[src/rtl/bin2bcd_seq.sv]
// -----------------------------------------------------------------------------
// bin2bcd_seq
//   Sequential binary-to-BCD converter using iterative double-dabble.
//   One bit of the operand is shifted into the BCD accumulator per clock.
//   A WIDTH-bit operand therefore takes WIDTH cycles in SHIFT, followed by
//   a one-cycle DONE pulse. Only one conversion can be in flight at a time.
//
//   Optional feature macro: BIN2BCD_SIGNED_EN
//     defined     : bin_in is two's complement. Its magnitude is converted,
//                   and neg reports the sign.
//     not defined : bin_in is unsigned and neg is tied low.
//
// Parameters
//   WIDTH   binary operand width in bits (>= 2)
//   DIGITS  number of BCD digits in bcd (digit 0 = ones)
//
// Ports
//   clk       in   rising-edge clock
//   rst_n     in   asynchronous active-low reset
//   start     in   conversion request, honoured only in IDLE or DONE
//   bin_in    in   operand, captured on the accepting edge
//   busy      out  high while shifting
//   done      out  one-cycle pulse; bcd/overflow/neg are valid
//   bcd       out  registered BCD result, held until the next done
//   overflow  out  value exceeded 10^DIGITS-1 (bcd = value mod 10^DIGITS)
//   neg       out  sign of the converted operand
// -----------------------------------------------------------------------------
module bin2bcd_seq #(
   parameter int WIDTH  = 8,
   parameter int DIGITS = 3
) (
   input  logic                  clk,
   input  logic                  rst_n,
   input  logic                  start,
   input  logic [WIDTH-1:0]      bin_in,
   output logic                  busy,
   output logic                  done,
   output logic [4*DIGITS-1:0]   bcd,
   output logic                  overflow,
   output logic                  neg
);

   localparam int BCD_W = 4 * DIGITS;
   localparam int CNT_W = $clog2(WIDTH);

   typedef enum logic [1:0] {
      S_IDLE  = 2'd0,
      S_SHIFT = 2'd1,
      S_DONE  = 2'd2
   } state_t;

   state_t             r_state;
   state_t             w_state_nxt;
   logic               w_accept;
   logic               w_last;

   logic [WIDTH-1:0]   r_bin_sh;
   logic [BCD_W-1:0]   r_acc;
   logic               r_ovf;
   logic [CNT_W-1:0]   r_cnt;

   logic [BCD_W-1:0]   r_bcd;
   logic               r_overflow;

   logic [BCD_W-1:0]   w_adj;
   logic [BCD_W-1:0]   w_acc_nxt;
   logic               w_ovf_nxt;
   logic [WIDTH-1:0]   w_operand;

   // Double-dabble pre-adjust: any digit of 5 or more gets +3, so that the
   // following left shift carries correctly into the next decade.
   function automatic logic [BCD_W-1:0] dd_adjust(input logic [BCD_W-1:0] acc);
      logic [BCD_W-1:0] res;
      res = acc;
      for (int d = 0; d < DIGITS; d++) begin
         if (acc[4*d +: 4] >= 4'd5) res[4*d +: 4] = acc[4*d +: 4] + 4'd3;
      end
      return res;
   endfunction

`ifdef BIN2BCD_SIGNED_EN
   // The negation wraps for the most negative value. The result is then
   // read as unsigned, which gives 2^(WIDTH-1) as required.
   function automatic logic [WIDTH-1:0] magnitude(input logic signed [WIDTH-1:0] v);
      logic signed [WIDTH-1:0] n;
      n = -v;
      return v[WIDTH-1] ? $unsigned(n) : $unsigned(v);
   endfunction

   logic r_neg_cap;
   logic r_neg;

   assign w_operand = magnitude(bin_in);
   assign neg       = r_neg;
`else
   assign w_operand = bin_in;
   assign neg       = 1'b0;
`endif

   assign w_last    = (r_cnt == CNT_W'(WIDTH - 1));
   assign w_adj     = dd_adjust(r_acc);
   // {ovf_sticky, acc, bin_sh} shifted left by one as a single vector.
   assign w_acc_nxt = {w_adj[BCD_W-2:0], r_bin_sh[WIDTH-1]};
   assign w_ovf_nxt = r_ovf | w_adj[BCD_W-1];

   // -------------------------------------------------------------------------
   // FSM state register
   // -------------------------------------------------------------------------
   always_ff @(posedge clk or negedge rst_n) begin
      if (!rst_n) r_state <= S_IDLE;
      else        r_state <= w_state_nxt;
   end

   always_comb begin
      w_state_nxt = r_state;
      w_accept    = 1'b0;
      case (r_state)
         S_IDLE: begin
            if (start) begin
               w_accept    = 1'b1;
               w_state_nxt = S_SHIFT;
            end
         end
         S_SHIFT: begin
            if (w_last) w_state_nxt = S_DONE;
         end
         S_DONE: begin
            // start in the DONE cycle begins the next conversion directly.
            if (start) begin
               w_accept    = 1'b1;
               w_state_nxt = S_SHIFT;
            end else begin
               w_state_nxt = S_IDLE;
            end
         end
         default: w_state_nxt = S_IDLE;
      endcase
   end

   // -------------------------------------------------------------------------
   // Shift datapath and result registers
   // -------------------------------------------------------------------------
   always_ff @(posedge clk or negedge rst_n) begin
      if (!rst_n) begin
         r_bin_sh   <= '0;
         r_acc      <= '0;
         r_ovf      <= 1'b0;
         r_cnt      <= '0;
         r_bcd      <= '0;
         r_overflow <= 1'b0;
      end else begin
         if (w_accept) begin
            r_bin_sh <= w_operand;
            r_acc    <= '0;
            r_ovf    <= 1'b0;
            r_cnt    <= '0;
         end else if (r_state == S_SHIFT) begin
            r_bin_sh <= r_bin_sh << 1;
            r_acc    <= w_acc_nxt;
            r_ovf    <= w_ovf_nxt;
            r_cnt    <= r_cnt + CNT_W'(1);
         end
         // The result is published from the final shift. The accumulator
         // itself is never driven onto the outputs.
         if (r_state == S_SHIFT && w_last) begin
            r_bcd      <= w_acc_nxt;
            r_overflow <= w_ovf_nxt;
         end
      end
   end

`ifdef BIN2BCD_SIGNED_EN
   always_ff @(posedge clk or negedge rst_n) begin
      if (!rst_n) begin
         r_neg_cap <= 1'b0;
         r_neg     <= 1'b0;
      end else begin
         if (w_accept)                    r_neg_cap <= bin_in[WIDTH-1];
         if (r_state == S_SHIFT && w_last) r_neg     <= r_neg_cap;
      end
   end
`endif

   assign busy     = (r_state == S_SHIFT);
   assign done     = (r_state == S_DONE);
   assign bcd      = r_bcd;
   assign overflow = r_overflow;

endmodule
[config.mk]
export PLATFORM = sky130hd
export DESIGN_NAME = bin2bcd_seq
export DESIGN_NICKNAME = d
export VERILOG_FILES = /design/src/rtl/bin2bcd_seq.sv
export SDC_FILE = /design/constraint.sdc
export NUM_CORES = 1
export LEC_CHECK = 0
export CAP_MARGIN = 5
export CORE_MARGIN = 3
export CORE_UTILIZATION = 48
export CTS_BUF_LIST = sky130_fd_sc_hd__clkbuf_4 sky130_fd_sc_hd__clkbuf_8 sky130_fd_sc_hd__clkbuf_16
export DETAILED_ROUTE_END_ITERATION = 8
export HOLD_SLACK_MARGIN = 0.03
export PLACE_DENSITY_LB_ADDON = 0.08
export REMOVE_ABC_BUFFERS = 1
export SYNTH_ARGS = -nofsm -noshare
export SYNTH_HDL_FRONTEND = slang
export SYNTH_SLANG_ARGS = --single-unit
[constraint.sdc]
create_clock -name clk -period 1.55 [get_ports clk]
set_clock_uncertainty 0.1 [all_clocks]
set_input_delay 0.31 -clock clk [delete_from_list [all_inputs] [get_ports clk]]
set_output_delay 0.31 -clock clk [all_outputs]
set_load 0.02 [all_outputs]
# After elaboration in Yosys (flattened, before gate mapping)
# Cells that the tools add are included.
# W data, S select, Z words.
[totals] ff_bits=39 latch_bits=0 ram_bits=0 rom_bits=0 in_bits=11 mem_count=0
[classes] addsub=4 mul=0 div_mod_pow=0 magnitude_cmp=3 n_eq_ne=5 shift=0 mux=17 bitwise=1 n_reduce_logical=5
[op_table] op="$mux W12" n=2
[op_table] op="$mux W8" n=2
[op_table] op="$add A4 B2 Y4 const B" n=3
[op_table] op="$ge A4 B3 Y1 const B" n=3
[op_table] op="$mux W4" n=3
[op_table] op="$mux W3" n=2
[op_table] op="$pmux W2 S3" n=1
[op_table] op="$mux W1" n=5
[op_table] op="$mux W2" n=2
[op_table] op="$add A3 B1 Y3 const B" n=1
[op_table] op="$eq A3 B3 Y1 const B" n=1
[op_table] op="$eq A2 B1 Y1 const B" n=1
[op_table] op="$eq A2 B2 Y1 const B" n=1
[op_table] op="$logic_not A2 Y1" n=1
[op_table] op="$ne A2 B1 Y1 const B" n=1
[op_table] op="$ne A2 B2 Y1 const B" n=1
[op_table] op="$reduce_and A2 Y1" n=1
[op_table] op="$reduce_bool A2 Y1" n=1
[op_table] op="$reduce_or A2 Y1" n=1
[op_table] op="$logic_and A1 B1 Y1" n=1
[op_table] op="$or A1 B1 Y1" n=1

# Depth between registers and ports, before layout
# Gate-level depths: netlist (run 1).
[logic_depth] ltp_word=5 ltp_mapped=6 depth_no_buf=6

# Worst setup path after synthesis (run 1)
# Ideal clock, no wire load.
[synth_timing] path_kind="register -> register" start="register r_acc[0]" end="register r_acc[2]" arrival_time_ps=1388 required_ps=1373 path_slack_ps=-15 stages_incl_launch_ff=7 path_buffers=0 synth_period_minus_slack_ps=1565 path_cell_list="dfrtp_1 -> inv_1 -> ha_1 -> nand2b_1 -> a21oi_2 -> mux2_2 -> o21ai_1"
[synth_via] elab_chain_len=4 elab_cells_between_ends=5 cone_classes="1 x add/sub; 1 x order compare; 3 x mux"
[synth_rtl] element="start, declared" line_no="58" rtl="logic [BCD_W-1:0] r_acc;"
[synth_rtl] element="start signal, assigned" line_no="159" rtl="r_acc <= w_acc_nxt;"
[synth_rtl] element="$add A4 B2 Y4 or $ge A4 B3 Y1 (tied branches)" line_no="76" rtl="if (acc[4*d +: 4] >= 4'd5) res[4*d +: 4] = acc[4*d +: 4] + 4'd3;"
[synth_rtl] element="$mux W4 *" line_no="76"
[synth_rtl] element="$mux W12 *" line_no="157" rtl="end else if (r_state == S_SHIFT) begin"
[synth_rtl] element="$mux W12 *" line_no="152" rtl="if (w_accept) begin"
# Mark *: on every way between the ends. The rest lies on a longest branch, timed or not. The select of a mux whose other input is x is not followed.
# A chain may end at the register's enable or synchronous reset.

# Final worst setup path (run 1)
[layout_timing] start="register r_acc[8]" end="register r_bcd[10] (netlist: bcd[10])"
[layout_via] elab_chain_len=2 elab_cells_between_ends=3 cone_classes="1 x add/sub; 1 x order compare; 1 x mux"
[layout_rtl] element="$add A4 B2 Y4 or $ge A4 B3 Y1 (tied branches)" line_no="76"
[layout_rtl] element="$mux W4 *" line_no="76"
[layout_rtl] element="end signal, assigned" line_no="166" rtl="r_bcd <= w_acc_nxt;"
[layout_rtl] element="end, declared" line_no="62" rtl="logic [BCD_W-1:0] r_bcd;"
# Mark *: on every way between the ends. The rest lies on a longest branch, timed or not.

==> metrics, run 1 <==
Combinational Power Share 0.561; area leader, netlist dfrtp_1; startpoint types register; Final Wtd Congestion 0.829; Ports 27; P_sw approximately 0.0023 W; nets about 240; synthesized area about 1800 sq um; highest-count cells in the layout ignoring fill and taps 39 x dfrtp_1, 31 x nand2_1, 26 x buf_4; Final period util 1.01; Clock power frac 0.117; Core Area roughly 3500 sq um; layout cells sized above 1 0.327; initial antenna violation count 0; CTS buffer count 5; Mapped Cells roughly 170; Worst IR Drop VDD 1270 uV; Max Slew Vio Count 0; Static Leakage about 1.2 nW; status complete, but fails checks; post-synth cell types 35; f_max roughly 640 MHz; starting density of the core 0.523; CTS tree yes; post-DR vias/cell 5.24; H-tree depth 2; critical path class register to register; RSZ-0062 raised after global routing true; Max-Cap Viols 0; Synth-to-Final Area Change 38.0%; sequential area share after synthesis 0.534; global-route wire length before repair 6.66 mm; Flop pwr share 0.322; Diodes inserted 0; minimum clock period approximately 1.6 ns; Hold Path Sink bcd[7]$_DFFE_PN0P_; biggest area contributors in the synthesized netlist dfrtp_1 53%, nand2_1 6.4%, ha_1 5.5%, o21ai_1 4.9%, a22oi_1 2.9%; total chip power approximately 0.0058 W; synthesized flop and latch total 39; number of DRC markers in iteration 0 47; Placement Setup Slack -0.394 ns; remaining antenna violation count 0; largest net degree at the start of global routing 25; total clock sinks 39; Worst-Margin Slew between 0.5 and 0.6 ns; CTS clock-pin slew for the worst setup and hold paths roughly 0.08 ns; depth of the most critical reg-to-reg path 5; Post-synth EDFFs 0; Mapped Avg Cell Area approximately 11 sq um; wire length per cell 14.4 microns; commonest non-fill, non-tap cell in the layout dfrtp_1; setup ws final -0.0147 ns; Clock Path Buffers 2; worst skew pair latency approximately 0.28 ns; Post-synth top flop dfrtp_1; relative slew slack 0.647; Hold Crit Start bcd[7]$_DFFE_PN0P_; port bufs 25; total gr overflow 0; Rows 21; via count 1425; die height 67.7 microns; DP Wirelength 2.70 mm; Power per Cell Area around 2300 nW/um^2; failing checks setup timing; Residual DRC 0; GR Util All Layers 0.195; Clock Root Buffer clkbuf_8; WL final roughly 3.9 mm; cell internal pwr 0.00348 W; Yosys warnings 0; CP Max Fanout 4; vias in the first global route approximately 1500; Min-Delay Path Depth 2; Final Instance Area about 2500 sq um; Post-synth ARST share 1.00; drt first pass iters 4; final hold violation count 0; kind of end point of the critical path register; post-synth top area share 0.534; worst hold path class register to register; die area roughly 4600 sq um; switching fraction of total power 0.399; Die W slightly below 70 microns; reg2reg start r_acc[8]$_DFFE_PN0P_; final setup vio count 1; Worst EP arrival 1.69 ns; placed cell areas ~2300 sq um; r2r endpoint bcd[10]$_DFFE_PN0P_; Critical Path RT roughly 1.7 ns; flop2flop setup slack -0.01 ns
## through the flow
stage	setup TNS [ns]	instances	hold WS (ns)	utilization
floorplan	-0.607	165	-0.0856	-
global placement	-7.91	258	0.211	0.647
detailed placement	-8.28	258	0.224	0.647
CTS	-0.00305	269	0.387	0.695
global route	-0.253	272	0.406	0.722
finish	-0.0147	272	0.378	0.722
## cell families (layout without fill, tap and decap cells)
group                      Yosys count  after routing  synth area share
other                                1              1           0.00205
and+or+nand+nor                     52             52             0.141
xor gates and xnor gates             3              3            0.0144
AOI/OAI and AO/OA                   46             46             0.168
muxes                                7              7            0.0479
buffers and inverters               16             70            0.0390
adders and majority gates            8              8            0.0547
DFF                                 39             39             0.534
## state kept, by name (all words and copies together) (netlist names)
register and cells:
r_cnt 3, r_acc 12, overflow 1, r_bin_sh 8
bcd 12, r_ovf 1, r_state 2
## routing by layer
metal,vias up,GRT usage,part of all wire
met5,-,0,0
met4,0,0.0684,0.0082
met3,4,0.0383,0.039
met2,30,0.350,0.51
met1,693,0.231,0.44
li1,698,-,-
## how the worst max path moves through the flow
stage,start,endpoint,cells past startpoint
detailed placement,start,r_acc[9]$_DFFE_PN0P_,4
floorplan,r_state[1]$_DFFE_PN0P_,bcd[10]$_DFFE_PN0P_,5
global route,r_acc[8]$_DFFE_PN0P_,bcd[10]$_DFFE_PN0P_,5
global placement,start,r_acc[9]$_DFFE_PN0P_,4
CTS,r_state[1]$_DFFE_PN0P_,bcd[6]$_DFFE_PN0P_,6
finish,r_acc[8]$_DFFE_PN0P_,bcd[10]$_DFFE_PN0P_,5
## area by class of cell
class	count	area, sq um
well taps	46	57.6
flip-flops and latches	39	976
inverters	9	41.3
multi-input cells	117	915
clock buffers	7	83.8
clock inverters	1	5.00
fillers	256	971
repair buffers	53	445
## cell usage after synthesis, drive strengths merged (2+ instances only)
cell type	number
a22o	7
a22oi	7
a21oi	9
inv	9
xnor2	3
clkbuf	2
buf	5
nand2	32
nor2	2
nand2b	4
ha	8
o21ai	20
mux2	5
nor3	3
dfrtp	39
mux2i	2
nor2b	2
nor3b	6
nand3	3
## power by group through the flow
stage | registers (W) | logic, W | clock network (W)
floorplan | 0.00200 | 0.00151 | 0
global placement | 0.00182 | 0.00268 | 0
detailed placement | 0.00185 | 0.00279 | 0
CTS | 0.00184 | 0.00295 | 0.000700
global route | 0.00193 | 0.00358 | 0.000753
finish | 0.00186 | 0.00325 | 0.000680
## what timing repair did
item | 4_1_cts | 5_1_grt
pin swaps | 4 | 9
hold buffers | 1 | 0
endpoints found under the setup margin | 43 | 13
setup buffers | 2 | 4
hold endpoints to repair | 22 | 0
gates resized for setup | 37 | 21
## worst max-delay path, cell delays in order (launching register included)
cell and delay, ns:
dfrtp_1 0.43, ha_2 0.20, nand2b_4 0.14, a21oi_4 0.18, mux2i_2 0.29, mux2_4 0.18
Power figures use the tool's default switching activity.
==> run 2: changes to the inputs <==
--- a/config.mk
+++ b/config.mk
@@ -10,6 +10,7 @@
 export CORE_UTILIZATION = 48
 export CTS_BUF_LIST = sky130_fd_sc_hd__clkbuf_4 sky130_fd_sc_hd__clkbuf_8 sky130_fd_sc_hd__clkbuf_16
 export DETAILED_ROUTE_END_ITERATION = 8
+export GPL_TIMING_DRIVEN = 0
 export HOLD_SLACK_MARGIN = 0.03
 export PLACE_DENSITY_LB_ADDON = 0.08
 export REMOVE_ABC_BUFFERS = 1
==> metrics, run 2 (same netlist as run 1, synthesis figures left out) <==
Rows 21 (unchanged); CP Max Fanout 3 (-1); Worst EP arrival 1.67 ns (-0.02 ns); Final Wtd Congestion 0.809 (-2.5%); r2r endpoint bcd[2]$_DFFE_PN0P_; DP Wirelength 2.26 mm (-16%); total gr overflow 0 (unchanged); final hold violation count 0 (unchanged); relative slew slack 0.437 (-0.210); critical path class register to register; Placement Setup Slack -0.797 ns (-0.404 ns); post-DR vias/cell 5.32 (+1.6%); highest-count cells in the layout ignoring fill and taps 36 x dfrtp_1, 31 x nand2_1, 23 x buf_4; dpl cells 236 (-8.5%); initial antenna violation count 0 (unchanged); largest net degree at the start of global routing 40 (+60%); minimum clock period 1.55 ns (-0.0104 ns); f_max 643 MHz (+0.67%); Static Leakage 1.17 nW (-1.2%); Final period util 1.00 (-0.00673); die area 4590 sq um (unchanged); port bufs 25 (unchanged); Critical Path RT 1.67 ns (about the same); WL final 4.01 mm (+2.6%); total clock sinks 39 (unchanged); hold slack 0.0121 ns (-0.365 ns); failing checks setup timing; drt first pass iters 4 (unchanged); Residual DRC 0 (unchanged); Worst IR Drop VDD 1110 uV (-12%); Sequential cell area 980 sq um (+0.38%); depth of the most critical reg-to-reg path 6 (+1); status complete, but fails checks; nets 240 (-1.6%); setup ws final -0.00428 ns (+0.0104 ns); Power per Cell Area 2360 nW/um^2 (+2.8%); Clock Root Buffer clkbuf_8; # fillers 248 (-3.1%); CTS tree yes; remaining antenna violation count 0 (unchanged); startpoint types register; via count 1426 (+0.070%); worst skew pair latency 0.29 ns (about the same); Max Slew Vio Count 0 (unchanged); global-route wire length before repair 6.47 mm (-2.8%); GR Util All Layers 0.193 (-0.00205); final core occ 0.721 (-0.00108); Layout Cells excl Fill 268 (-1.5%); Diodes inserted 0 (unchanged); vias in the first global route 1399 (-5.9%); CTS buffer count 5 (unchanged); layout cells sized above 1 0.329 (+0.00140); wire length per cell 15.0 microns (+4.1%); kind of end point of the critical path register; H-tree depth 2 (unchanged); CTS clock-pin slew for the worst setup and hold paths 0.08 ns (about the same); starting density of the core 0.523 (unchanged); die height 67.7 microns (unchanged); flop2flop setup slack -0.004 ns (about the same); Clock Path Buffers 2 (unchanged); Synth-to-Final Area Change 37.8%; area of the multi-input gates 930 sq um (+1.6%); number of DRC markers in iteration 0 99 (+110%); commonest non-fill, non-tap cell in the layout dfrtp_1; Core Area 3490 sq um (unchanged); final setup vio count 2 (+1); Die W 67.7 microns (unchanged); Worst-Margin Slew 0.845 ns (+0.316 ns); RSZ-0062 raised after global routing true; Max-Cap Viols 0 (unchanged); worst hold path class primary input to asynchronous set/reset pin; reg2reg start r_acc[1]$_DFFE_PN0P_; Ports 27 (unchanged)
[run 2: layout make-up]
class	instances	share of cell area
clock buffer	6	0.0328
multi-input combinational	118	0.369
sequential	39	0.389
timing repair buffer	48	0.155
tap	46	0.0228
clock inverter	2	0.0139
inverter	9	0.0174
[run 2: power breakdown]
group	internal [W]	switching [W]
combinational	0.00156	0.00162
sequential	0.00150	0.000403
clock	0.000521	0.000346
total	0.00358	0.00237
[run 2: repair_timing]
action                                  CTS  global route
pin swaps                                 8             8
resized for setup                        44            16
setup buffers                            15             8
gates cloned                              1             0
endpoints found under the setup margin   45            26
hold buffers                              0             0
[run 2: per-stage QoR]
step	cell area, sq um	power, W	TNS, ns
floorplan	1790	0.00350	-0.607
global placement	2100	0.00418	-49.64
detailed placement	2100	0.00428	-18.49
CTS	2390	0.00561	0
global route	2520	0.00638	-0.388
finish	2520	0.00595	-0.00829
[run 2: worst max path at each step]
stage / end / from / cells after the start / slack [ns]
6_report: bcd[2]$_DFFE_PN0P_ / r_acc[1]$_DFFE_PN0P_ / 6 / -0.004
3_3_place_gp: bcd[2]$_DFFE_PN0P_ / rst_n / 1 / -0.82
2_1_floorplan: bcd[10]$_DFFE_PN0P_ / r_state[1]$_DFFE_PN0P_ / 5 / -0.06
4_1_cts: bcd[2]$_DFFE_PN0P_ / r_acc[0]$_DFFE_PN0P_ / 5 / 0.0002
3_5_place_dp: r_acc[9]$_DFFE_PN0P_ / start / 4 / -0.80
5_1_grt: bcd[10]$_DFFE_PN0P_ / r_acc[9]$_DFFE_PN0P_ / 6 / -0.07
[run 2: routing by layer]
| layer | wire length, microns | vias to the layer above | part of all wire | GRT usage |
|---|---|---|---|---|
| met5 | 0 | - | 0 | 0 |
| met4 | 56 | 0 | 0.014 | 0.0810 |
| met3 | 134 | 5 | 0.033 | 0.0416 |
| met2 | 2070 | 25 | 0.52 | 0.324 |
| met1 | 1750 | 703 | 0.44 | 0.239 |
| li1 | - | 693 | - | - |
[run 2: worst max-delay path, cell delays in order, from the launching register on]
cell and delay (ns):
dfrtp_1 0.38, inv_2 0.07, ha_2 0.18, nand2b_4 0.15
a21oi_4 0.18, mux2_4 0.33, o21ai_2 0.10
